===== src/rtl/drr_pkt_queues.sv =====
// drr_pkt_queues: per-queue packet-size FIFOs serving a DRR scheduler; define DRR_PKTQ_ERR_EN to add sticky err_o
module drr_pkt_queues #(
  parameter int PKT_QS_CNT  = 4,
  parameter int QUEUE_DEPTH = 8
) (
  input  logic                                clk_i,
  input  logic                                arst_n_i,
  input  logic                                wr_val_i,
  input  logic [$clog2(PKT_QS_CNT)-1:0]       wr_addr_i,
  input  logic [15:0]                         wr_size_i,
  output logic                                wr_rdy_o,
  input  logic [$clog2(PKT_QS_CNT)-1:0]       read_i,
  input  logic                                read_val_i,
  output logic [PKT_QS_CNT-1:0][15:0]         size_o,
  output logic [PKT_QS_CNT-1:0]               empty_o
`ifdef DRR_PKTQ_ERR_EN
  ,
  output logic [1:0]                          err_o
`endif
);
  localparam int AW = $clog2(PKT_QS_CNT);
  localparam int PW = $clog2(QUEUE_DEPTH);
  localparam int CW = $clog2(QUEUE_DEPTH + 1);
  logic [15:0]           mem    [PKT_QS_CNT][QUEUE_DEPTH];
  logic [PW-1:0]         wr_ptr [PKT_QS_CNT];
  logic [PW-1:0]         rd_ptr [PKT_QS_CNT];
  logic [CW-1:0]         cnt    [PKT_QS_CNT];
  logic [PKT_QS_CNT-1:0] full, empty, we, re;
  logic                  wr_acc, rd_acc;
  // zero-size writes are refused so size 0 always means "no packet" downstream
  assign wr_acc   = wr_val_i && !full[wr_addr_i] && (wr_size_i != 16'd0);
  assign rd_acc   = read_val_i && !empty[read_i];
  assign wr_rdy_o = !full[wr_addr_i];
  assign empty_o  = empty;
  // per-queue status, head output and one-hot enqueue/dequeue strobes
  always_comb begin
    full   = '0;
    empty  = '0;
    we     = '0;
    re     = '0;
    size_o = '0;
    for (int q = 0; q < PKT_QS_CNT; q++) begin
      full[q]   = cnt[q] == CW'(QUEUE_DEPTH);
      empty[q]  = cnt[q] == '0;
      we[q]     = wr_acc && (wr_addr_i == AW'(q));
      re[q]     = rd_acc && (read_i == AW'(q));
      size_o[q] = empty[q] ? 16'd0 : mem[q][rd_ptr[q]];
    end
  end
  // storage is not reset; stale entries are masked by cnt
  always_ff @(posedge clk_i) begin
    if (wr_acc) mem[wr_addr_i][wr_ptr[wr_addr_i]] <= wr_size_i;
  end
  // pointers and occupancy; a same-cycle push and pop on one queue cancel in cnt
  always_ff @(posedge clk_i or negedge arst_n_i) begin
    if (!arst_n_i) begin
      for (int q = 0; q < PKT_QS_CNT; q++) begin
        wr_ptr[q] <= '0;
        rd_ptr[q] <= '0;
        cnt[q]    <= '0;
      end
    end else begin
      for (int q = 0; q < PKT_QS_CNT; q++) begin
        if (we[q]) wr_ptr[q] <= wr_ptr[q] + PW'(1);
        if (re[q]) rd_ptr[q] <= rd_ptr[q] + PW'(1);
        cnt[q] <= cnt[q] + CW'(we[q]) - CW'(re[q]);
      end
    end
  end
`ifdef DRR_PKTQ_ERR_EN
  // sticky flags: [0] refused enqueue, [1] dequeue of an empty queue
  always_ff @(posedge clk_i or negedge arst_n_i) begin
    if (!arst_n_i) err_o <= '0;
    else err_o <= err_o | {read_val_i && empty[read_i], wr_val_i && !wr_acc};
  end
`endif
endmodule


===== config.mk =====
export PLATFORM = sky130hd
export DESIGN_NAME = drr_pkt_queues
export DESIGN_NICKNAME = d
export VERILOG_FILES = /design/src/rtl/drr_pkt_queues.sv
export SDC_FILE = /design/constraint.sdc
export NUM_CORES = 1
export LEC_CHECK = 0
export CAP_MARGIN = 20
export CORE_MARGIN = 10
export CORE_UTILIZATION = 39
export CTS_BUF_LIST = sky130_fd_sc_hd__clkbuf_4 sky130_fd_sc_hd__clkbuf_8
export CTS_CLUSTER_DIAMETER = 40
export DETAILED_ROUTE_END_ITERATION = 10
export SYNTH_ARGS = -nofsm -noshare
export SYNTH_HDL_FRONTEND = slang
export SYNTH_SLANG_ARGS = --single-unit

===== constraint.sdc =====
create_clock -name clk_i -period 6.49 [get_ports clk_i]
set_input_delay 0.649 -clock clk_i [delete_from_list [all_inputs] [get_ports clk_i]]
set_output_delay 0.649 -clock clk_i [all_outputs]
set_load 0.05 [all_outputs]

==> reports/metrics.csv, run 1 <==
metric,value,unit
syn avg cell area,20.9,µm²
post-synth cell types,36,
DR pass1 iterations,8,
worst-case vdd ir drop,0.274,mV
die outline width,257,µm
cell chain of the critical path,buf_4 -> mux4_2 -> mux2i_1 -> nor2_1 -> clkdlybuf4s50_1,
part of the Yosys area used for sequential elements,0.750,
DR iter-0 viols,752,
CP startpoint kind,register,
area fraction in compound gates after synthesis,0.00458,
Switching Power,4.21,mW
setup violators final,0,
part of the total power dissipated in the clock network,0.248,
H-tree Lvls,3,
Switching Fraction,0.355,
number of buffers inserted to repair setup after CTS,0,
Worst Path Buf+Inv,2,
height of the chip,257,µm
DRC violation count after routing,0,
time the worst path needs with I/O delays and setup,4160,ps
sum of met2 wire segment lengths after detailed routing,23300,µm
logic gate share of total power,0.372,
endpoints failing hold,0,
Most used DFF post-synth,edfxtp_1,
Synth area leaders,"edfxtp_1 70%, mux4_2 13%, dfrtp_1 4.6%",
area share of and/or/nand/nor cells after synthesis,0.0317,
Cell Rows,86,
Clk Tree Root Cell,clkbuf_8,
Synth Net Count,1107,
"Worst Setup Slack, final",2330,ps
combined area of all synthesized cells,21800,µm²
dpl ws,2500,ps
crit path max fanout,18,
initial antenna violation count,1,
final total negative setup slack,0,ps
share of synthesized flip-flops with an asynchronous set or reset,0.0725,
most used standard cell by instance count after synthesis,edfxtp_1,
clock slew at the register clock pins of the worst setup and hold paths,60,ps
maximum clock skew at final layout,29.7,ps
number of buffers inserted by port buffering,92,
path category of the worst min-delay check,in -> async,
family with the most delay on the worst path,buffers and inverters,
via count of the first global-routing pass,11100,
Resized Gates After CTS,0,
overall routing resource usage,0.142,
critical path's largest stage delay,750,ps
launching instance or port of the critical path,rd_ptr[3],
post-synthesis mux area share,0.168,
ANT nets after route,0,
uppermost metal layer occupied by signal nets,met4,
post-detailed-route wirelength per cell,22.6,µm
number of flip-flops and latches in the synthesized netlist,552,
main combinational cell family by area after synthesis,multiplexers,
ratio of final minimum period to clock period,0.641,
required time at the endpoint of the critical path,5840,ps
adder-cell share of the synthesized area,0.0220,
layout cell share with drive strength beyond 1,0.276,
capturing element type of the critical path,output pin,
post-synthesis share of cell area spent on xor and xnor gates,0.00962,
power per standard cell area,460,nW/µm²
wire length of the first global-routing pass,70200,µm
footprint of the flip-flops and latches,16400,µm²
Worst path slowest cell,dfrtp_2,
max frequency,0.240,GHz
clock insertion delay at the later pin of the skew report,650,ps
setup repair after global routing missed its margin,no,
number of standard cells after synthesis,1047,
via total after detailed routing,10400,
leakage component of the power,8.70,nW
final max-slew violation count,0,
maximum number of pins on one net before global-route repair,41,
YS warnings,0,
DIE AREA,65900,µm²
Max Buffers Root-to-Sink,3,
clk sinks,552,
largest area contributor in the netlist,edfxtp_1,
Synth top area share,0.704,
post-detailed-placement half-perimeter wirelength,25900,µm
cts hold-fix bufs,0,
arrival time at the worst endpoint,3510,ps
count of filler cells inserted in the layout,4705,
Critical Setup Path Class,reg -> out,
RePlAce Congestion,0.718,
number of enable-type register cells in the synthesized netlist,512,
most used standard cells in the synthesized netlist,"512 x edfxtp_1, 130 x mux4_2, 98 x nor2_1",
Routed Wire Length,46600,µm
result of the run,"finished, final reports clean",
Core Area,55300,µm²
internal cell power,7.64,mW
I/O pins,93,
total CTS buffers,86,
fraction of power consumed by sequential logic,0.380,
Worst Tran Pin Value,1130,ps
initial core utilization,0.395,
net count of the finished layout,1300,
area overhead of the layout relative to synthesis,18.0,%
startpoint of the worst register-to-register path,cnt[10],
final global-route overflow total,0,
routed vias/inst,5.05,
multi-input combinational cell area,5150,µm²
met3 wirelength from detailed routing,2000,µm
met1 wire length,20500,µm
remaining max-slew budget at the tightest pin,0.248,
TritonCTS clock tree,yes,
reported max-cap violation count,0,
worst register-to-register path, cell delays in order (launching register included):
cell,delay (ps)
dfrtp_1,360
inv_1,90
ha_1,150
nor3b_2,570
buf_4,330
nor3_1,140
ha_1,330
inv_1,40
ha_1,200
fa_1,380
xor2_1,170
registers in the layout, indices dropped and copies added (netlist names):
name and flops:
cnt 16, mem 512, rd_ptr 12, wr_ptr 12
layout by cell type (no fill, tap or decap), types with 3 or more instances in the layout:
cell type	count
mux2_2	6
nand3_1	3
dfrtp_2	5
dfrtp_1	35
a21o_1	5
nor3_1	4
clkinvlp_4	4
mux2i_1	65
clkbuf_8	95
nor3b_1	4
nand4b_1	3
nor2_1	98
nor4_1	4
clkdlybuf4s50_1	91
clkinv_2	6
xnor2_1	14
mux4_2	130
xor2_1	10
nand2_1	13
clkbuf_4	42
ha_1	32
nor3b_2	4
buf_4	59
inv_1	25
fa_1	4
a21oi_1	4
edfxtp_1	512
nand4_1	3
clkinv_1	11
area by class of cell:
type	instances	area share
Sequential cell	552	0.635
Timing Repair Buffer	155	0.0555
Clock inverter	23	0.00626
Antenna cell	1	0.0000971
Tap cell	748	0.0363
Clock buffer	137	0.0629
Multi-Input combinational cell	420	0.200
Inverter	25	0.00364
power groups by stage:
stage	Combinational [mW]	Clock, mW	Sequential (mW)
finish	4.41	2.94	4.50
global route	4.74	3.20	4.54
CTS	4.49	3.04	4.52
detailed placement	4.48	0	4.59
global placement	4.41	0	4.60
floorplan	3.30	0	4.33
layer usage:
layer  vias to the layer above  global-route usage
met3                        59              0.0264
met4                         0              0.0488
met2                       223               0.236
met1                      5510               0.185
met5                         -                   0
li1                       4611                   -
per-stage QoR:
stage               total power [mW]  std cells  instance area (µm²)  utilization  hold slack, ps
detailed placement              9.07       1897                23900        0.433             469
finish                          11.8       2061                25800        0.466             375
global placement                9.01       1896                23900        0.433             464
global route                    12.5       2060                25800        0.466             350
CTS                             12.0       2057                25700        0.465             160
floorplan                       7.63       1047                21800            -             353
worst paths after layout:
check,endpoint,slack (ps),depth (start not counted)
worst max-delay path,size_o[35],2330,5
worst min-delay path,cnt[10],370,2
worst max register to register,cnt[10],3620,10
worst min register to register,wr_ptr[8],480,1
max in group asynchronous,rd_ptr[0],5650,3
min in group clk_i,wr_ptr[8],480,1
cells by family after synthesis:
kind of cell / after synthesis
flops: 552
mux: 203
simple gates: 146
buf+inv: 75
fa+ha+maj: 36
xor+xnor: 24
compound gates: 11
Power figures use the tool's default switching activity.
==> inputs of run 2 (changes only) <==
- clock period: 6.49 -> 3.95 ns (I/O delays scaled with it)
==> reports/metrics.csv, run 2 (synthesis gave the netlist of run 1 again) <==
metric,value,unit
"Core Util, Final",0.468,
final max-slew violation count,0,
Cell Rows,86,
remaining max-slew budget at the tightest pin,0.343,
H-tree Lvls,3,
final total negative setup slack,0,ps
number of placed cells counting well taps,1918,
routed vias/inst,5.06,
DIE AREA,65900,µm²
DR iter-0 viols,773,
dpl ws,703,ps
post-layout power,19.6,mW
initial antenna violation count,1,
result of the run,"finished, final reports clean",
I/O pins,93,
cts hold-fix bufs,1,
power per standard cell area,755,nW/µm²
Core Area,55300,µm²
"leading cell types in the layout, fill and taps excluded","512 x edfxtp_1, 130 x mux4_2, 98 x nor2_1, 92 x clkbuf_8, 90 x clkdlybuf4s50_1",
required time at the endpoint of the critical path,3560,ps
number of buffers inserted to repair setup after CTS,0,
clock insertion delay at the later pin of the skew report,670,ps
CP startpoint kind,register,
fraction of power consumed by sequential logic,0.373,
path category of the worst min-delay check,reg -> reg,
launching instance or port of the critical path,rd_ptr[3],
crit path max fanout,20,
Switching Fraction,0.359,
final design instance area without fill,25900,µm²
footprint of the flip-flops and latches,16400,µm²
family with the most delay on the worst path,buffers and inverters,
Switching Power,7.02,mW
post-detailed-placement half-perimeter wirelength,28800,µm
arrival time at the worst endpoint,3290,ps
cell chain of the critical path,buf_4 -> mux4_2 -> mux2i_1 -> nor2_1 -> clkdlybuf4s50_1,
internal cell power,12.5,mW
setup violators final,0,
logic gate share of total power,0.380,
startpoint of the lowest-slack hold path,wr_ptr[5],
ratio of final minimum period to clock period,0.933,
Critical Setup Path Class,reg -> out,
multi-input combinational cell area,5150,µm²
count of filler cells inserted in the layout,4740,
worst-case vdd ir drop,0.495,mV
ANT nets after route,0,
startpoint of the worst register-to-register path,cnt[14],
RePlAce Congestion,0.774,
clk sinks,552,
most common library cell in the layout ignoring fill and taps,edfxtp_1,
Worst Tran Pin Value,985,ps
capturing element type of the critical path,output pin,
maximum number of pins on one net before global-route repair,41,
Routed Wire Length,49300,µm
TritonCTS clock tree,yes,
part of the total power dissipated in the clock network,0.247,
count of non-filler cells in the finished layout,2082,
via count of the first global-routing pass,11400,
endpoints failing hold,0,
Resized Gates After CTS,0,
number of buffers inserted by port buffering,92,
DR pass1 iterations,5,
Worst Path Buf+Inv,2,
height of the chip,257,µm
critical path's largest stage delay,790,ps
max frequency,0.271,GHz
wire length of the first global-routing pass,73800,µm
final global-route overflow total,0,
leakage component of the power,8.78,nW
total cell area at the placement stage,24100,µm²
total CTS buffers,89,
die outline width,257,µm
layout cell share with drive strength beyond 1,0.281,
via total after detailed routing,10500,
overall routing resource usage,0.151,
"Worst Setup Slack, final",263,ps
post-detailed-route wirelength per cell,23.7,µm
Clk Tree Root Cell,clkbuf_8,
Largest register FFs,512,
reported max-cap violation count,0,
Worst path slowest cell,dfrtp_2,
maximum clock skew at final layout,43.5,ps
time the worst path needs with I/O delays and setup,3690,ps
setup repair after global routing missed its margin,no,
clock slew at the register clock pins of the worst setup and hold paths,60,ps
DRC violation count after routing,0,
initial core utilization,0.395,
Max Buffers Root-to-Sink,3,
area overhead of the layout relative to synthesis,18.6,%
net count of the finished layout,1322,
final hold slack,484,ps
run 2: path summary, 6_finish.rpt:
check | end | slack, ps | cells past startpoint
hold / removal | wr_ptr[5] | 480 | 1
setup reg to reg | cnt[10] | 1230 | 10
max in group asynchronous | rd_ptr[9] | 2760 | 2
min in group asynchronous | wr_ptr[3] | 500 | 2
setup / recovery | size_o[33] | 260 | 5
hold reg to reg | wr_ptr[5] | 480 | 1
run 2: worst register-to-register path: cells and delay by family (launching register included):
family | cells | cell delay, ps
AOI/OAI and AO/OA | 1 | 520
xor gates and xnor gates | 1 | 170
adders and majority gates | 4 | 1120
buffers and inverters | 2 | 110
DFF | 1 | 330
and+or+nand+nor | 2 | 350
run 2: metal layers:
| metal | global-route usage | routed length, µm |
|---|---|---|
| met1 | 0.189 | 21100 |
| met2 | 0.248 | 24300 |
| met3 | 0.0336 | 2470 |
| met4 | 0.0636 | 1360 |
| met5 | 0 | 0 |
run 2: power by group through the flow:
stage	sequential, mW	combinational, mW	clock [mW]
after global routing	7.37	7.95	5.25
after floorplan	7.11	5.43	0
after detailed placement	7.43	7.57	0
after global placement	7.42	7.53	0
final	7.30	7.43	4.84
after CTS	7.32	7.59	4.97
run 2: area by class of cell:
type	instances	share of cell area
multi-input cells	420	0.199
well taps	748	0.0361
repair buffers	174	0.0611
flip-flops and latches	552	0.632
clock inverters	36	0.00937
inverters	25	0.00362
clock buffers	125	0.0584
diodes	2	0.000193
